==> config.mk <==
export PLATFORM = sky130hd
export DESIGN_NAME = lp805x_rand
export DESIGN_NICKNAME = d
export VERILOG_FILES = /design/src/rtl/lp805x_rand.sv
export SDC_FILE = /design/constraint.sdc
export NUM_CORES = 1
export LEC_CHECK = 0
export CORE_MARGIN = 5
export CORE_UTILIZATION = 30
export CTS_CLUSTER_DIAMETER = 150
export DETAILED_ROUTE_END_ITERATION = 8
export SYNTH_ARGS = -nofsm -noshare
export SYNTH_HDL_FRONTEND = slang
export SYNTH_SLANG_ARGS = --single-unit
==> constraint.sdc <==
create_clock -name clk -period 1.42 [get_ports clk]
set_input_delay 0.426 -clock clk [delete_from_list [all_inputs] [get_ports clk]]
set_output_delay 0.426 -clock clk [all_outputs]
set_load 0.02 [all_outputs]
==> src/rtl/lp805x_rand.sv <==
`default_nettype none
// ============================================================================
//  Module   : lp805x_rand
//  Purpose  : 32-bit PRNG peripheral; registered XOR of a Galois LFSR and a
//             xorshift32 generator, free-running with software reseed.
//  Revision : 1.0  initial release
// ============================================================================
module lp805x_rand #(
    parameter logic [31:0] LFSR_POLY = 32'h8020_0003,
    parameter logic [31:0] LFSR_INIT = 32'h0000_0001,
    parameter logic [31:0] XS_INIT   = 32'h0000_0001
) (
    input  logic        clk,
    input  logic        reset,
    input  logic        loadseed_i,
    input  logic [31:0] seed_i,
    output logic [31:0] number_o
);

    logic [31:0] lfsr_q,   lfsr_d;
    logic [31:0] xs_q,     xs_d;
    logic [31:0] number_q, number_d;
    logic [31:0] xs_t1,    xs_t2;

    always_comb begin
        lfsr_d   = lfsr_q;
        xs_d     = xs_q;
        number_d = number_q;
        xs_t1    = xs_q ^ (xs_q << 13);
        xs_t2    = xs_t1 ^ (xs_t1 >> 17);
        if (loadseed_i) begin
            // A zero seed would lock both generators at zero forever.
            if (seed_i != 32'h0) begin
                lfsr_d = seed_i;
                xs_d   = seed_i;
            end else begin
                lfsr_d = LFSR_INIT;
                xs_d   = XS_INIT;
            end
        end else begin
            lfsr_d   = lfsr_q[0] ? ((lfsr_q >> 1) ^ LFSR_POLY) : (lfsr_q >> 1);
            xs_d     = xs_t2 ^ (xs_t2 << 5);
            number_d = lfsr_q ^ xs_q;
        end
    end

    always_ff @(posedge clk) begin
        if (reset) begin
            lfsr_q   <= LFSR_INIT;
            xs_q     <= XS_INIT;
            number_q <= 32'h0;
        end else begin
            lfsr_q   <= lfsr_d;
            xs_q     <= xs_d;
            number_q <= number_d;
        end
    end

    assign number_o = number_q;

endmodule
`default_nettype wire

---- After elaboration in Yosys (flattened, before gate mapping) ----
Cells that the tools add are included.
operators by class
  add/subtract/negate cells ............... 0
  multiply operators ...................... 0
  div/mod/pow operators ................... 0
  order comparisons ....................... 0
  eq/ne operators ......................... 0
  shift-type cells ........................ 0
  mux-type cells .......................... 4
  bitwise logic cells ..................... 5
  reductions and logical operators ........ 1
operators by type and width
  cell                   number
  two-way mux 32 bit     4
  XOR 32 bit             3
  nonzero test 32 bit    1
  XOR 32 x 15 -> 32 bit  1
  inverter 3 -> 4 bit    1
storage, ports and cells
  register bits after elaboration ......... 96
  latch bits .............................. 0
  bits in writable memories ............... 0
  bits in read-only memories .............. 0
  output and inout port bits .............. 32
  word-level logic and storage cells ...... 13
  memories kept ........................... 0

---- Logic depth before layout (Yosys ltp) ----
  word-level depth ........................ 4
  gate-level depth with buffers ........... 5
  depth with buffers taken out ............ 4

---- Worst setup path after synthesis ----
OpenSTA, ideal clock, no wires.
  kind .................................... input-to-reg
  start ................................... input loadseed_i
  end ..................................... register number_q[15], in the netlist number_o[15]
  setup time .............................. 0.070 ns
  data arrival time ....................... 1.281 ns
  data required time ...................... 1.350 ns
  path slack .............................. 0.069 ns
  cell stages on the path ................. 5
  path through ............................ buf_2 > clkbuf_1 > clkbuf_1 > nand2_1 > a21oi_1
RTL lines
  item                    RTL line  source
  start: declaration      15        input logic loadseed_i,
  end signal: assignment  55        number_q <= number_d;
  end: declaration        22        logic [31:0] number_q, number_d;

---- Worst setup path in the final report ----
  start ................................... input seed_i[9]
  end ..................................... register xs_q[0]
on the way
  cells in the longest elaborated chain, start to end .. 3
ends and longest elaborated chain
  item                    RTL line  source
  start: declaration      16        input logic [31:0] seed_i,
  nonzero test 32 bit     33        if (seed_i != 32'h0) begin
  two-way mux 32 bit      33
  two-way mux 32 bit      31        if (loadseed_i) begin
  end signal: assignment  54        xs_q <= xs_d;
  end: declaration        21        logic [31:0] xs_q, xs_d;
No other way between the ends.
A chain may end at the register's enable or synchronous reset.

==> impl_metrics.prom <==
# TYPE chip_impl_metric gauge
chip_impl_metric{name="final-seq-area",unit="sq um"} 1931
chip_impl_info{name="final_cell_mix",value="sky130_fd_sc_hd__nand2_1, sky130_fd_sc_hd__dfxtp_1, sky130_fd_sc_hd__a21oi_1"} 1
chip_impl_metric{name="worstPathMaxFanout",unit=""} 2
chip_impl_metric{name="antennaDiodeCount",unit=""} 0
chip_impl_metric{name="coreArea",unit="sq um"} 13930
chip_impl_info{name="cts_tree",value="done"} 1
chip_impl_metric{name="drt_drc_violations_left",unit=""} 0
chip_impl_metric{name="ys_seq_area_share",unit="%"} 44.95
chip_impl_info{name="worstReg2RegEnd",value="xs_q[6]"} 1
chip_impl_info{name="worst_path_max_delay_cell",value="sky130_fd_sc_hd__clkdlybuf4s50_1"} 1
chip_impl_metric{name="power.density",unit="nW/um^2"} 1959
chip_impl_info{name="worstHoldEndpoint",value="lfsr_q[19]"} 1
chip_impl_metric{name="first_global_vias",unit=""} 3490
chip_impl_metric{name="gp_congestion",unit=""} 0.8515
chip_impl_metric{name="floorplan.initialDensity",unit="%"} 30.68
chip_impl_metric{name="r2r_cells",unit=""} 4
chip_impl_metric{name="fillers",unit=""} 1415
chip_impl_metric{name="place_inst",unit=""} 774
chip_impl_metric{name="die-height",unit="um"} 129.4
chip_impl_metric{name="cts-htree-levels",unit=""} 3
chip_impl_metric{name="nNetsFinal",unit=""} 640
chip_impl_metric{name="initialDrtViolationCount",unit=""} 280
chip_impl_metric{name="fp.dieW",unit="um"} 129.4
chip_impl_metric{name="postRouteAntennaNets",unit=""} 0
chip_impl_metric{name="path_clk_slew",unit="ns"} 0.06
chip_impl_metric{name="timing.critical_path.arrival",unit="ns"} 1.65
chip_impl_metric{name="worstMarginPinSlew",unit="ns"} 0.3434
chip_impl_metric{name="holdPathStages",unit=""} 3
chip_impl_metric{name="row_count",unit=""} 43
chip_impl_metric{name="cellLeakagePower",unit="uW"} 0.002605
chip_impl_metric{name="global_route.overflow_total",unit=""} 0
chip_impl_metric{name="globalRouteTotalUtil",unit="%"} 14.59
chip_impl_metric{name="number_of_instances_in_the_synthesized_netlist",unit=""} 486
chip_impl_metric{name="final.min_clock_period",unit="ns"} 1.415
chip_impl_info{name="worstSetupStartpointType",value="input port"} 1
chip_impl_metric{name="wire_length_of_the_first_global_routing_pass",unit="mm"} 18.73
chip_impl_metric{name="syn_nets",unit=""} 521
chip_impl_metric{name="slew-limit-headroom",unit="%"} 76.94
chip_impl_metric{name="antenna_found_initial",unit=""} 0
chip_impl_metric{name="placedInstanceArea",unit="sq um"} 5650
chip_impl_metric{name="num_vias",unit=""} 3555
chip_impl_metric{name="port_buffers",unit=""} 66
chip_impl_metric{name="finish.utilization",unit="%"} 42.71
chip_impl_metric{name="holdBufCountCts",unit=""} 0
chip_impl_info{name="hold_path.class",value="in -> reg"} 1
chip_impl_metric{name="synth.avg_cell_area",unit="sq um"} 8.797
chip_impl_metric{name="pre_cts_slack",unit="ns"} -0.5441
chip_impl_metric{name="synth-seq-cells",unit=""} 96
chip_impl_info{name="status",value="finished, final reports clean"} 1
chip_impl_metric{name="finalMaxSlewViolations",unit=""} 0
chip_impl_metric{name="final.setup_skew",unit="ns"} 0.006257
chip_impl_info{name="yosysTopAreaCell",value="sky130_fd_sc_hd__dfxtp_1"} 1
chip_impl_metric{name="fmaxAchievable",unit="MHz"} 706.7
chip_impl_metric{name="die-area",unit="sq um"} 16740
chip_impl_metric{name="yosysWarningCount",unit=""} 0
chip_impl_info{name="mostFrequentLayoutCell",value="sky130_fd_sc_hd__nand2_1"} 1
chip_impl_info{name="r2r-start",value="xs_q[5]"} 1
chip_impl_metric{name="grt_start_max_net_pins",unit=""} 49
chip_impl_metric{name="vdd_drop_max",unit="mV"} 0.6600
chip_impl_metric{name="dp.final_hpwl",unit="mm"} 9.039
chip_impl_metric{name="num_cts_buffers",unit=""} 9
chip_impl_metric{name="max_incr_delay_on_cp",unit="ns"} 0.50
chip_impl_metric{name="insertion_delay",unit="ns"} 0.35
chip_impl_metric{name="final.period_utilization",unit="%"} 99.65
chip_impl_info{name="clockRootBuffer",value="sky130_fd_sc_hd__clkbuf_16"} 1
chip_impl_metric{name="wl_per_cell",unit="um"} 15.02
chip_impl_metric{name="ctsLongestPathBuffers",unit=""} 2
chip_impl_metric{name="regToRegSetupSlack",unit="ns"} 0.03
chip_impl_info{name="hp-start",value="loadseed_i"} 1
chip_impl_info{name="critical-path-top-delay-family",value="buffers and inverters"} 1
chip_impl_metric{name="synthesis.area",unit="sq um"} 4275
chip_impl_metric{name="vias_per_cell",unit=""} 4.511
chip_impl_metric{name="post_route_cells_drive_above_1_share",unit="%"} 24.01
chip_impl_info{name="grt_setup_unrepaired",value="yes"} 1
chip_impl_metric{name="final_setup_violation_count",unit=""} 0
chip_impl_metric{name="finalWirelength",unit="mm"} 11.84
chip_impl_info{name="synth_area_leaders",value="sky130_fd_sc_hd__dfxtp_1, sky130_fd_sc_hd__xor2_1, sky130_fd_sc_hd__nand2_1"} 1
chip_impl_metric{name="multiInputGateArea",unit="sq um"} 2303
chip_impl_metric{name="cts_num_sinks",unit=""} 96
chip_impl_info{name="crit_path_end_kind",value="flip-flop"} 1
chip_impl_metric{name="synth.lib_cells_used.distinct",unit=""} 31
chip_impl_metric{name="design.portCount",unit=""} 67
chip_impl_metric{name="yosys.area.top_type_share",unit="%"} 44.95
chip_impl_metric{name="maxCapViolCount",unit=""} 0
chip_impl_metric{name="finish.instance_area",unit="sq um"} 5952
chip_impl_metric{name="drt_pre_antenna_iters",unit=""} 6
chip_impl_metric{name="buf_inv_on_cp",unit=""} 2
chip_impl_metric{name="instances_no_fill",unit=""} 788
chip_impl_info{name="critPathKind",value="in -> reg"} 1
chip_impl_metric{name="worst-endpoint-required",unit="ns"} 1.65
chip_impl_info{name="critical_path.cell_chain",value="clkdlybuf4s50_1, nor4_2, buf_4, nand4_1, o21bai_1, a211o_1"} 1
chip_impl_metric{name="area_delta_synth_final",unit="%"} 39.22
chip_impl_metric{name="finalWorstSetupSlack",unit="ns"} 0.004915
chip_impl_metric{name="hold_viol_final",unit=""} 0
==> worst register-to-register path: stages, from the launching register on <==
cell and delay (ns):
sky130_fd_sc_hd__dfxtp_1 0.47, sky130_fd_sc_hd__xnor3_1 0.50, sky130_fd_sc_hd__xor2_1 0.15, sky130_fd_sc_hd__nand2_1 0.07
sky130_fd_sc_hd__a21oi_1 0.13
==> cells in the mapped netlist, drive strengths merged <==
library cell,instances
o31a,3
a21oi,72
xor2,58
and2,2
buf,6
o21a,7
dfxtp,96
xnor3,9
a211oi,3
mux2i,3
a21boi,4
or2,1
o21bai,1
o21ai,1
nor2b,1
clkbuf,26
o22ai,5
xor3,1
nor4,8
xnor2,25
nand2,128
inv,4
nand4,2
a211o,1
nand2b,1
nor2,18
==> flip-flops by register name, summed over array words and instances, names as in the netlist <==
signal,cells
number_o,32
xs_q,32
lfsr_q,32
==> per-layer routing <==
metal  global-route usage (%)  part of all wire, %  vias up
li1                         -                    -     1819
met1                    19.64                   48     1663
met2                    23.41                   47       62
met3                    3.462                  3.9       11
met4                    4.262                  1.1        0
met5                        0                    0        -
==> worst max path at each step <==
stage / startpoint / endpoint / slack (ns) / cells past startpoint
finish: seed_i[9] / xs_q[0] / 0.005 / 6
global route: seed_i[9] / xs_q[0] / -0.03 / 6
CTS: number_o[17] / number_o[17] / 0.0004 / 1
detailed placement: seed_i[27] / xs_q[0] / -0.54 / 6
global placement: seed_i[19] / xs_q[0] / -0.40 / 6
floorplan: loadseed_i / number_o[15] / 0.07 / 5
==> cell type report <==
class                   count  share of cell area [%]
clock buffers              13                   4.204
clock inverters             1                 0.08409
inverters                   4                  0.2523
multi-input cells         354                   38.70
flip-flops and latches     96                   32.44
well taps                 180                   3.784
repair buffers            140                   20.54
==> cell families (layout without fill, tap and decap cells) <==
| group | Yosys count | count (layout) | share of synthesized area (%) |
|---|---|---|---|
| buffers and inverters | 36 | 158 | 3.424 |
| DFF | 96 | 96 | 44.95 |
| AOI/OAI and AO/OA | 97 | 97 | 12.73 |
| xor gates and xnor gates | 93 | 93 | 23.18 |
| and+or+nand+nor | 161 | 161 | 15.01 |
| muxes | 3 | 3 | 0.7024 |
==> where the power goes <==
group          switching, uW  internal [uW]  leakage (uW)
logic                   2610           2950       0.00169
clock network            982           1220      0.000126
registers                635           3280      0.000795
total                   4220           7440       0.00261
==> repair_timing <==
item / CTS / global route
setup buffers: 0 / 0
setup endpoints to repair: 35 / 25
pin swaps: 12 / 6
gates resized for setup: 120 / 27
==> metrics by stage <==
step | power [uW] | hold WS, ns | setup TNS [ns]
after floorplan | 7481 | 0.4569 | 0
after global placement | 9399 | 0.4474 | -0.9209
after detailed placement | 9411 | 0.4529 | -1.239
after CTS | 11610 | 0.4402 | 0
after global routing | 12370 | 0.4559 | -0.03792
final | 11660 | 0.4453 | 0
Note: power is estimated with default switching activity, not from simulation.
